--- src/rtl/uart_pkg.sv ---
// Shared types and helpers for the UART TX-side arbitration logic.
package uart_pkg;

   // Arbiter FSM encoding
   typedef enum logic [1:0] {
      IDLE      = 2'd0,
      HOLD      = 2'd1,
      WAIT_DONE = 2'd2
   } arb_state_t;

   // Default link settings; blocks may override via their own parameters
   localparam int DEF_CLK_FREQ  = 1000000;
   localparam int DEF_BAUD_RATE = 9600;
   localparam int CLKS_PER_BIT  = DEF_CLK_FREQ / DEF_BAUD_RATE;

   // Widest requester vector the helpers handle
   localparam int MAX_REQ = 8;

   typedef struct packed {
      logic       valid;
      logic [2:0] idx;
   } rr_pick_t;

   // Round-robin pick: first set bit of req scanning upward from ptr,
   // wrapping at n_req-1 -> 0. Iterating the offsets from high to low lets
   // the smallest offset overwrite the result last, so it wins.
   function automatic rr_pick_t rr_pick(input logic [MAX_REQ-1:0] req,
                                        input logic [2:0]         ptr,
                                        input int                 n_req);
      rr_pick_t p;
      int       k;
      p = '0;
      for (int i = MAX_REQ - 1; i >= 0; i--) begin
         if (i < n_req) begin
            k = (int'(ptr) + i) % n_req;
            if (req[k[2:0]]) begin
               p.valid = 1'b1;
               p.idx   = k[2:0];
            end
         end
      end
      return p;
   endfunction

endpackage

--- src/rtl/rr_arbiter.sv ---
// Round-robin selector: combinational pick over the request vector plus a
// registered priority pointer that moves past the last served requester.
module rr_arbiter
   import uart_pkg::*;
#(
   parameter int N_REQ = 4
) (
   input  logic             clk,
   input  logic             rst,
   input  logic [N_REQ-1:0] i_req,
   input  logic             i_adv,
   input  logic [2:0]       i_last,
   output logic             o_valid,
   output logic [2:0]       o_sel
);

   localparam logic [2:0] LAST_IDX = 3'(N_REQ - 1);

   logic [2:0]         r_ptr;
   logic [MAX_REQ-1:0] w_req8;
   rr_pick_t           w_pick;

   // Widen the request vector to the helper's fixed width and pick a winner
   always_comb begin
      // NOTE: every signal written in always_comb gets a default first so no
      // path leaves it unassigned, which would otherwise infer a latch.
      w_req8              = '0;
      w_req8[N_REQ-1:0]   = i_req;
      w_pick              = rr_pick(w_req8, r_ptr, N_REQ);
   end

   assign o_valid = w_pick.valid;
   assign o_sel   = w_pick.idx;

   // Priority pointer: after a transaction ends, start the next scan just
   // past the requester that was served (or aborted)
   always_ff @(posedge clk or posedge rst) begin
      // NOTE: sequential state uses non-blocking assignments so every flop
      // samples pre-edge values regardless of statement order.
      if (rst) begin
         r_ptr <= '0;
      end else if (i_adv) begin
         r_ptr <= (i_last == LAST_IDX) ? 3'd0 : i_last + 3'd1;
      end
   end

endmodule

--- src/rtl/uart_tx_arbiter.sv ---
// Shares one UART transmitter between N_REQ byte producers with round-robin
// fairness: grant, strobe newd/dintx, wait for frame done, acknowledge.
module uart_tx_arbiter
   import uart_pkg::*;
#(
   parameter int N_REQ     = 4,
   parameter int CLK_FREQ  = DEF_CLK_FREQ,
   parameter int BAUD_RATE = DEF_BAUD_RATE,
   parameter int NEWD_HOLD = CLK_FREQ / BAUD_RATE,
   parameter int TIMEOUT   = 16 * (CLK_FREQ / BAUD_RATE)
) (
   input  logic               clk,
   input  logic               rst,
   input  logic [N_REQ-1:0]   req,
   input  logic [8*N_REQ-1:0] req_data,
   output logic [N_REQ-1:0]   ack,
   output logic               newd,
   output logic [7:0]         dintx,
   input  logic               donetx,
   output logic               busy,
   output logic [2:0]         cur_id,
   output logic               timeout_err
);

   localparam int             CW        = $clog2(TIMEOUT + 1);
   localparam logic [CW-1:0]  HOLD_LAST = CW'(NEWD_HOLD - 1);
   localparam logic [CW-1:0]  TO_LAST   = CW'(TIMEOUT - 1);

   if (NEWD_HOLD >= TIMEOUT || N_REQ < 2 || N_REQ > MAX_REQ) begin : g_bad_cfg
      $error("uart_tx_arbiter: need NEWD_HOLD < TIMEOUT and 2 <= N_REQ <= 8");
   end

   arb_state_t        r_state;
   arb_state_t        w_state_nxt;
   logic [CW-1:0]     r_hold_cnt;
   logic [CW-1:0]     r_to_cnt;
   logic              r_donetx_q;
   logic              r_done_seen;
   logic              r_newd;
   logic [7:0]        r_dintx;
   logic [2:0]        r_cur_id;
   logic [N_REQ-1:0]  r_ack;
   logic              r_timeout_err;

   logic              w_valid;
   logic [2:0]        w_sel;
   logic [7:0]        w_sel_byte;
   logic [N_REQ-1:0]  w_ack_vec;
   logic              w_done_rise;
   logic              w_grant;
   logic              w_done_ok;
   logic              w_abort;

   rr_arbiter #(.N_REQ(N_REQ)) u_rr (
      .clk     (clk),
      .rst     (rst),
      .i_req   (req),
      .i_adv   (w_done_ok | w_abort),
      .i_last  (r_cur_id),
      .o_valid (w_valid),
      .o_sel   (w_sel)
   );

   assign w_done_rise = donetx & ~r_donetx_q;

   // Byte mux for the selected requester and one-hot ack for the granted one
   always_comb begin
      w_sel_byte = '0;
      w_ack_vec  = '0;
      for (int i = 0; i < N_REQ; i++) begin
         if (w_sel == 3'(i))    w_sel_byte   = req_data[8*i +: 8];
         if (r_cur_id == 3'(i)) w_ack_vec[i] = 1'b1;
      end
   end

   // State register
   always_ff @(posedge clk or posedge rst) begin
      if (rst) r_state <= IDLE;
      else     r_state <= w_state_nxt;
   end

   // Next state and transaction events; a done edge beats a same-cycle timeout
   always_comb begin
      w_state_nxt = r_state;
      w_grant     = 1'b0;
      w_done_ok   = 1'b0;
      w_abort     = 1'b0;
      case (r_state)
         IDLE: begin
            if (w_valid) begin
               w_grant     = 1'b1;
               w_state_nxt = HOLD;
            end
         end
         HOLD: begin
            if (r_hold_cnt == HOLD_LAST) w_state_nxt = WAIT_DONE;
         end
         WAIT_DONE: begin
            if (r_done_seen || w_done_rise) begin
               w_done_ok   = 1'b1;
               w_state_nxt = IDLE;
            end else if (r_to_cnt == TO_LAST) begin
               w_abort     = 1'b1;
               w_state_nxt = IDLE;
            end
         end
         default: w_state_nxt = IDLE;
      endcase
   end

   // Datapath: grant capture, newd hold window, timeout count, done capture
   always_ff @(posedge clk or posedge rst) begin
      if (rst) begin
         r_hold_cnt    <= '0;
         r_to_cnt      <= '0;
         r_donetx_q    <= 1'b0;
         r_done_seen   <= 1'b0;
         r_newd        <= 1'b0;
         r_dintx       <= 8'h00;
         r_cur_id      <= 3'd0;
         r_ack         <= '0;
         r_timeout_err <= 1'b0;
      end else begin
         r_donetx_q    <= donetx;
         r_ack         <= '0;
         r_timeout_err <= 1'b0;

         if (w_grant) begin
            r_dintx     <= w_sel_byte;
            r_cur_id    <= w_sel;
            r_newd      <= 1'b1;
            r_hold_cnt  <= '0;
            r_to_cnt    <= '0;
            r_done_seen <= 1'b0;
         end else if (r_state != IDLE) begin
            r_to_cnt <= r_to_cnt + CW'(1);
         end

         // A frame may finish while newd is still held; remember it
         if (r_state == HOLD) begin
            r_hold_cnt <= r_hold_cnt + CW'(1);
            if (w_done_rise)              r_done_seen <= 1'b1;
            if (r_hold_cnt == HOLD_LAST)  r_newd      <= 1'b0;
         end

         if (w_done_ok) r_ack <= w_ack_vec;

         if (w_abort) begin
            r_timeout_err <= 1'b1;
            r_newd        <= 1'b0;
         end
      end
   end

   assign ack         = r_ack;
   assign newd        = r_newd;
   assign dintx       = r_dintx;
   assign cur_id      = r_cur_id;
   assign timeout_err = r_timeout_err;
   assign busy        = (r_state != IDLE);

endmodule

--- config.mk ---
export PLATFORM = sky130hd
export DESIGN_NAME = uart_tx_arbiter
export DESIGN_NICKNAME = d
export VERILOG_FILES = /design/src/rtl/uart_pkg.sv /design/src/rtl/rr_arbiter.sv /design/src/rtl/uart_tx_arbiter.sv
export SDC_FILE = /design/constraint.sdc
export NUM_CORES = 1
export LEC_CHECK = 0
export BUFFER_PORTS_ARGS = -buffer_cell sky130_fd_sc_hd__buf_2
export CAP_MARGIN = 20
export CORE_UTILIZATION = 48
export DETAILED_ROUTE_END_ITERATION = 16
export HOLD_SLACK_MARGIN = 0.05
export PLACE_DENSITY = 0.76
export SLEW_MARGIN = 10
export SYNTH_ARGS = -nofsm -noshare
export SYNTH_HDL_FRONTEND = slang
export SYNTH_SLANG_ARGS = --single-unit
--- constraint.sdc ---
create_clock -name clk -period 1.8 [get_ports clk]
set_clock_uncertainty 0.2 [all_clocks]
set_input_delay 0.36 -clock clk [delete_from_list [all_inputs] [get_ports clk]]
set_output_delay 0.36 -clock clk [all_outputs]
set_load 0.01 [all_outputs]
### Yosys cells after proc, flatten, opt, wreduce, memory -nomap -nowiden

Index checks and enable logic that the tools add are counted.

* output and inout port bits: 18
* logic and storage cells: 97
* bits of input ports: 39
* register bits after elaboration: 45

* equal/unequal tests: 13
* bitwise operators: 6
* reduce and logical (&&, ||, !) cells: 11
* magnitude comparators: 4
* add/subtract/negate cells: 6
* muxes and demuxes: 46

Operators with widths (number)
* 11-bit 2-to-1 mux: 4
* 8-bit 2-to-1 mux: 4
* 1-bit 2-to-1 mux: 23
* 11-bit by 1-bit adder with 11-bit output, second input constant: 2
* 4-bit 2-to-1 mux: 5
* 3-bit by 2-bit equality test with 1-bit output, second input constant: 4
* 3-bit by 4-bit < comparator with 1-bit output, second input constant: 3
* 11-bit equality test, second input constant: 1
* 11-bit by 7-bit equality test with 1-bit output, second input constant: 1
* 2-bit 2-to-1 mux: 5
* 1-bit binary-select mux with 3-bit select: 3
* 3-bit by 1-bit equality test with 1-bit output, second input constant: 2
* 3-bit zero test: 2
* 2-bit one-hot mux with 3 select lines: 1
* 2-bit nonzero test: 3
* 2-bit OR reduction: 3
* 2-bit by 1-bit adder with 2-bit output, second input constant: 2
* 2-bit adder, second input constant: 2
* 2-bit by 4-bit < comparator with 1-bit output, second input constant: 1
* 1-bit AND, first input constant: 3
* 3-bit inequality test, second input constant: 1
* 3-bit AND reduction: 1
* 1-bit binary-select mux with 2-bit select: 1
* 2-bit by 1-bit equality test with 1-bit output, second input constant: 1
* 8 further kinds: 8

### Longest topological paths before layout

* depth after elaboration: 15
* mapped depth: 6
* gate-level depth less buffers: 5

### By module

From an unflattened synthesis, not the netlist that was laid out.

* cells, all modules: 218
* area total of the unflattened synthesis: 2311.0 um^2

Modules (own cells, without submodules)
* uart_tx_arbiter: times used 1, area each 2124.5 um^2, cells each 193
* rr_arbiter: times used 1, area each 186.4 um^2, cells each 25

### Least setup slack after synthesis

Ideal clock, no wire load.

* path type: register -> register
* start: reg r_to_cnt[0]
* end: reg u_rr.r_ptr[0]
* arrival: 1.609 ns
* setup slack: -0.134 ns
* setup time: 0.125 ns
* cell stages (with the launch flop): 7
* clock period less this slack: 1.934 ns
* required time: 1.475 ns
* cell sequence: dfrtp_1 > ha_1 > and3_1 > clkbuf_1 > and3_1 > a21oi_1 > mux2_2

* word-level cells in the longest chain between the ends: 5

Ends and longest elaborated chain
* from (decl): line uart_tx_arbiter.sv:36 `logic [CW-1:0] r_to_cnt;`
* from (signal assigned): line uart_tx_arbiter.sv:136 `r_to_cnt <= r_to_cnt + CW'(1);`
* 11-bit equality test: line uart_tx_arbiter.sv:102 `end else if (r_to_cnt == TO_LAST) begin`
* 1-bit 2-to-1 mux: line uart_tx_arbiter.sv:102
* 1-bit 2-to-1 mux: line uart_tx_arbiter.sv:99 `if (r_done_seen || w_done_rise) begin`
* 1-bit 2-to-1 mux: line uart_tx_arbiter.sv:88 `case (r_state)`
* 1-bit OR: line uart_tx_arbiter.sv:58 `.i_adv (w_done_ok | w_abort),`
* to (signal assigned): line rr_arbiter.sv:43 `r_ptr <= (i_last == LAST_IDX) ? 3'd0 : i_last + 3'd1;`
* to (decl): line rr_arbiter.sv:19 `logic [2:0] r_ptr;`

Every way passes these cells.
A chain may end at the register's enable or synchronous reset.

### Final worst setup path

* start: reg u_rr.r_ptr[1]
* end: reg r_dintx[1] (netlist: dintx[1])

* word-level cells in the longest chain between the ends: 14
* elaborated cells between the ends (all ways): 31

Ends and longest elaborated chain
* 2-bit adder: line uart_pkg.sv:35 `k = (int'(ptr) + i) % n_req;`
* 2-bit OR reduction (no line)
* 1-bit AND (no line)
* 1-bit binary-select mux with 3-bit select: line uart_pkg.sv:36 `if (req[k[2:0]]) begin`
* 1-bit 2-to-1 mux (implied by the code): line uart_pkg.sv:36
* 4-bit 2-to-1 mux (3 in series): line uart_pkg.sv:36
* 4-bit 2-to-1 mux (*): line uart_pkg.sv:36
* 3-bit zero test: line uart_tx_arbiter.sv:71 `if (w_sel == 3'(i)) w_sel_byte = req_data[8*i +: 8];`
* 8-bit 2-to-1 mux (4 in series): line uart_tx_arbiter.sv:71
* to (signal assigned): line uart_tx_arbiter.sv:129 `r_dintx <= w_sel_byte;`
* to (decl): line uart_tx_arbiter.sv:40 `logic [7:0] r_dintx;`

Mark *: on every way between the ends. The rest lies on a longest branch, timed or not. The select of a mux whose other input is x is not followed.

==> impl_results.md <==
* Status: finished, violations left
* Failing checks: setup timing
* Die Span Y at 72.0 um
* Cell area power density at 1110 nW/um^2
* Syn Area/Cell at 10.3 um^2
* Syn Inst Count at 229
* Net Sw Power at 1.16 mW
* Worst hold path depth at 3
* Ys Warns at 0
* Vias per cell at 5.31
* Critical path arrival at 1820 ps
* Clock Latency Late Sink at 300 ps
* Max Clk Rate at 543 MHz
* EDFF count, synth at 0
* Wire length after detailed routing at 5150 um
* Hold Path Sink: dintx[3]
* Vias in the first global route at 1,829
* Worst-path fanout max at 17
* Post-synthesis sequential area ratio at 46.8%
* Port Buffer Count at 55
* Kind of critical path: reg2reg
* Reg2Reg Setup Slack at -40 ps
* Clock sinks at 44
* Routed WL per cell at 13.6 um
* DRC errors left at 0
* Die width at 72.0 um
* # fillers at 355
* Synth Net Count at 274
* Die ar. at 5190 um^2
* Reg2reg end: dintx[1]
* Hold_sp: req_data[27]
* Synth top area cells: dfrtp_1 47%, mux2i_1 8.9%, nand2_1 4.9%
* Area of the multi-input gates at 1190 um^2
* Total Power at 3.41 mW
* Setup ws final at -41.3 ps
* Initial Util at 49.9%
* Class of the tightest hold or removal check: in2reg
* Slew Limit Fails at 0
* First-pass GRT wire length at 8020 um
* Post-Route Utilization at 65.1%
* Antenna cells at 0
* Count of cell types in the netlist at 48
* Clock share of power at 21.7%
* Cell row count at 25
* Gr usage total at 20.3%
* Sw Ratio at 34.0%
* CP Data Required Time at 1780 ps
* Crit start category: flip-flop
* Max_cap viols at 0
* Final setup vio count at 8
* Power Internal at 2.25 mW
* Share of cells above drive strength 1 at 36.2%
* Clk Tree Root Cell: clkbuf_8
* Pre-antenna DRT Iters at 6
* VDD IR max at 0.751 mV
* Final hold viol count at 0
* Nets@finish at 356
* Cell area after synthesis at 2350 um^2
* RSZ-0062 raised after global routing: true
* Core ar. at 4720 um^2
* CTS tree: built
* DRT iter0 DRCs at 131
* Worst Reg-to-Reg Cells at 5
* Antenna violations before repair at 0
* Ys async rst share at 100%
* Most common library cells after synthesis: 44 x dfrtp_1, 31 x nand2_1, 21 x mux2i_1, 21 x o21ai_0, 12 x nor2_1
* Endpoint type of the worst setup path: flip-flop
* Area leader, netlist: dfrtp_1
* Inserted Clock Buffers at 5
* Combinational Power Share at 34.4%
* Grt ovf at 0
* CTS max path bufs at 2
* Layout area overhead at 30.6%
* Top_reg_cell synth: dfrtp_1
* Pleak at 1.53 nW
* IO Pins at 57
* Most common cell in the netlist: dfrtp_1
* Register Area at 1100 um^2
* Gpl congestion at 0.808
* Clock H-tree levels at 2
* Worst-path clk slew at 80 ps
* Post-synthesis register bit count at 44
* Worst reg2reg path startpoint: u_rr.r_ptr[1]
* Area fraction of the dominant cell type after synthesis at 46.8%
* Vias at 2,014
* Period utilization at 102%
* WHS at 154 ps
* Largest net degree at the start of global routing at 45
* Sequential share of power at 43.8%
* Tmin final at 1840 ps
* Post-DP HPWL at 3680 um
* Antenna Violating Nets Remaining at 0
-- per-layer routing --
metal	global-route usage [%]	vias to the layer above	share of wire (%)
met3	5.14	11	4.2
met4	7.84	0	2.0
met5	0	-	0
met1	24.6	967	42
li1	-	992	-
met2	34.7	44	52
-- worst max-delay path: stages, from the launching register on --
cell,delay (ps)
dfrtp_2,440
mux2_4,320
o221ai_4,190
buf_12,200
mux2i_2,250
o221ai_2,120
-- power by group through the flow --
stage | logic (mW) | registers [mW] | clock network [mW]
after global placement | 1.06 | 1.50 | 0
after global routing | 1.31 | 1.53 | 0.801
after detailed placement | 1.11 | 1.50 | 0
final | 1.17 | 1.49 | 0.740
after CTS | 1.14 | 1.49 | 0.768
after floorplan | 0.683 | 1.51 | 0
-- cells in the final DEF, fill, tap and decap left out, types with 7 or more instances in the layout --
cell	count
buf_2	54
buf_4	23
dfrtp_1	42
inv_1	7
mux2i_1	18
nand2_1	31
nor2_1	12
o21ai_0	21
-- cell families (layout without fill, tap and decap cells) --
family,after synthesis,in the layout,share of synthesized area (%)
flops,44,44,46.8
buf+inv,18,101,4.89
xor+xnor,3,3,1.12
other cells,1,1,0.159
mux,24,24,10.5
compound gates,51,51,15.4
fa+ha+maj,6,6,3.19
simple gates,82,82,18.0
-- registers in the layout, indices dropped and copies added, names as in the netlist --
signal	cells
ack	4
timeout_err	1
newd	1
r_to_cnt	11
r_state	2
r_donetx_q	1
r_hold_cnt	11
u_rr.r_ptr	2
cur_id	2
r_done_seen	1
dintx	8
-- layout make-up --
class | instances | share of cell area (%)
multi-input cells | 167 | 38.6
inverters | 8 | 1.14
flip-flops and latches | 44 | 35.9
repair buffers | 85 | 18.1
clock inverters | 2 | 1.14
well taps | 67 | 2.73
clock buffers | 6 | 2.36
-- through the flow --
stage | instances | setup TNS, ps | setup slack (ps) | cell area [um^2]
after detailed placement | 364 | -1210 | -141 | 2850
after global routing | 379 | -771 | -118 | 3080
after CTS | 376 | -329 | -59.5 | 3030
after floorplan | 229 | -108 | -27.0 | 2380
final | 379 | -196 | -41.3 | 3080
after global placement | 364 | -616 | -82.1 | 2850
-- how the worst max path moves through the flow --
stage / from / endpoint / cells past startpoint
3_3_place_gp: req[3] / dintx[3] / 6
6_report: u_rr.r_ptr[1] / dintx[1] / 5
5_1_grt: u_rr.r_ptr[1] / dintx[7] / 5
2_1_floorplan: u_rr.r_ptr[1] / dintx[0] / 6
3_5_place_dp: req[3] / dintx[6] / 6
4_1_cts: u_rr.r_ptr[1] / dintx[1] / 5
-- timing repair --
| action | 4_1_cts | 5_1_grt |
|---|---|---|
| setup endpoints to repair | 9 | 11 |
| hold buffers | 2 | 0 |
| resized for setup | 7 | 7 |
| pin swaps | 0 | 0 |
| hold endpoints to repair | 45 | 0 |
| setup buffers | 2 | 3 |
Note: power is estimated with default switching activity, not from simulation.
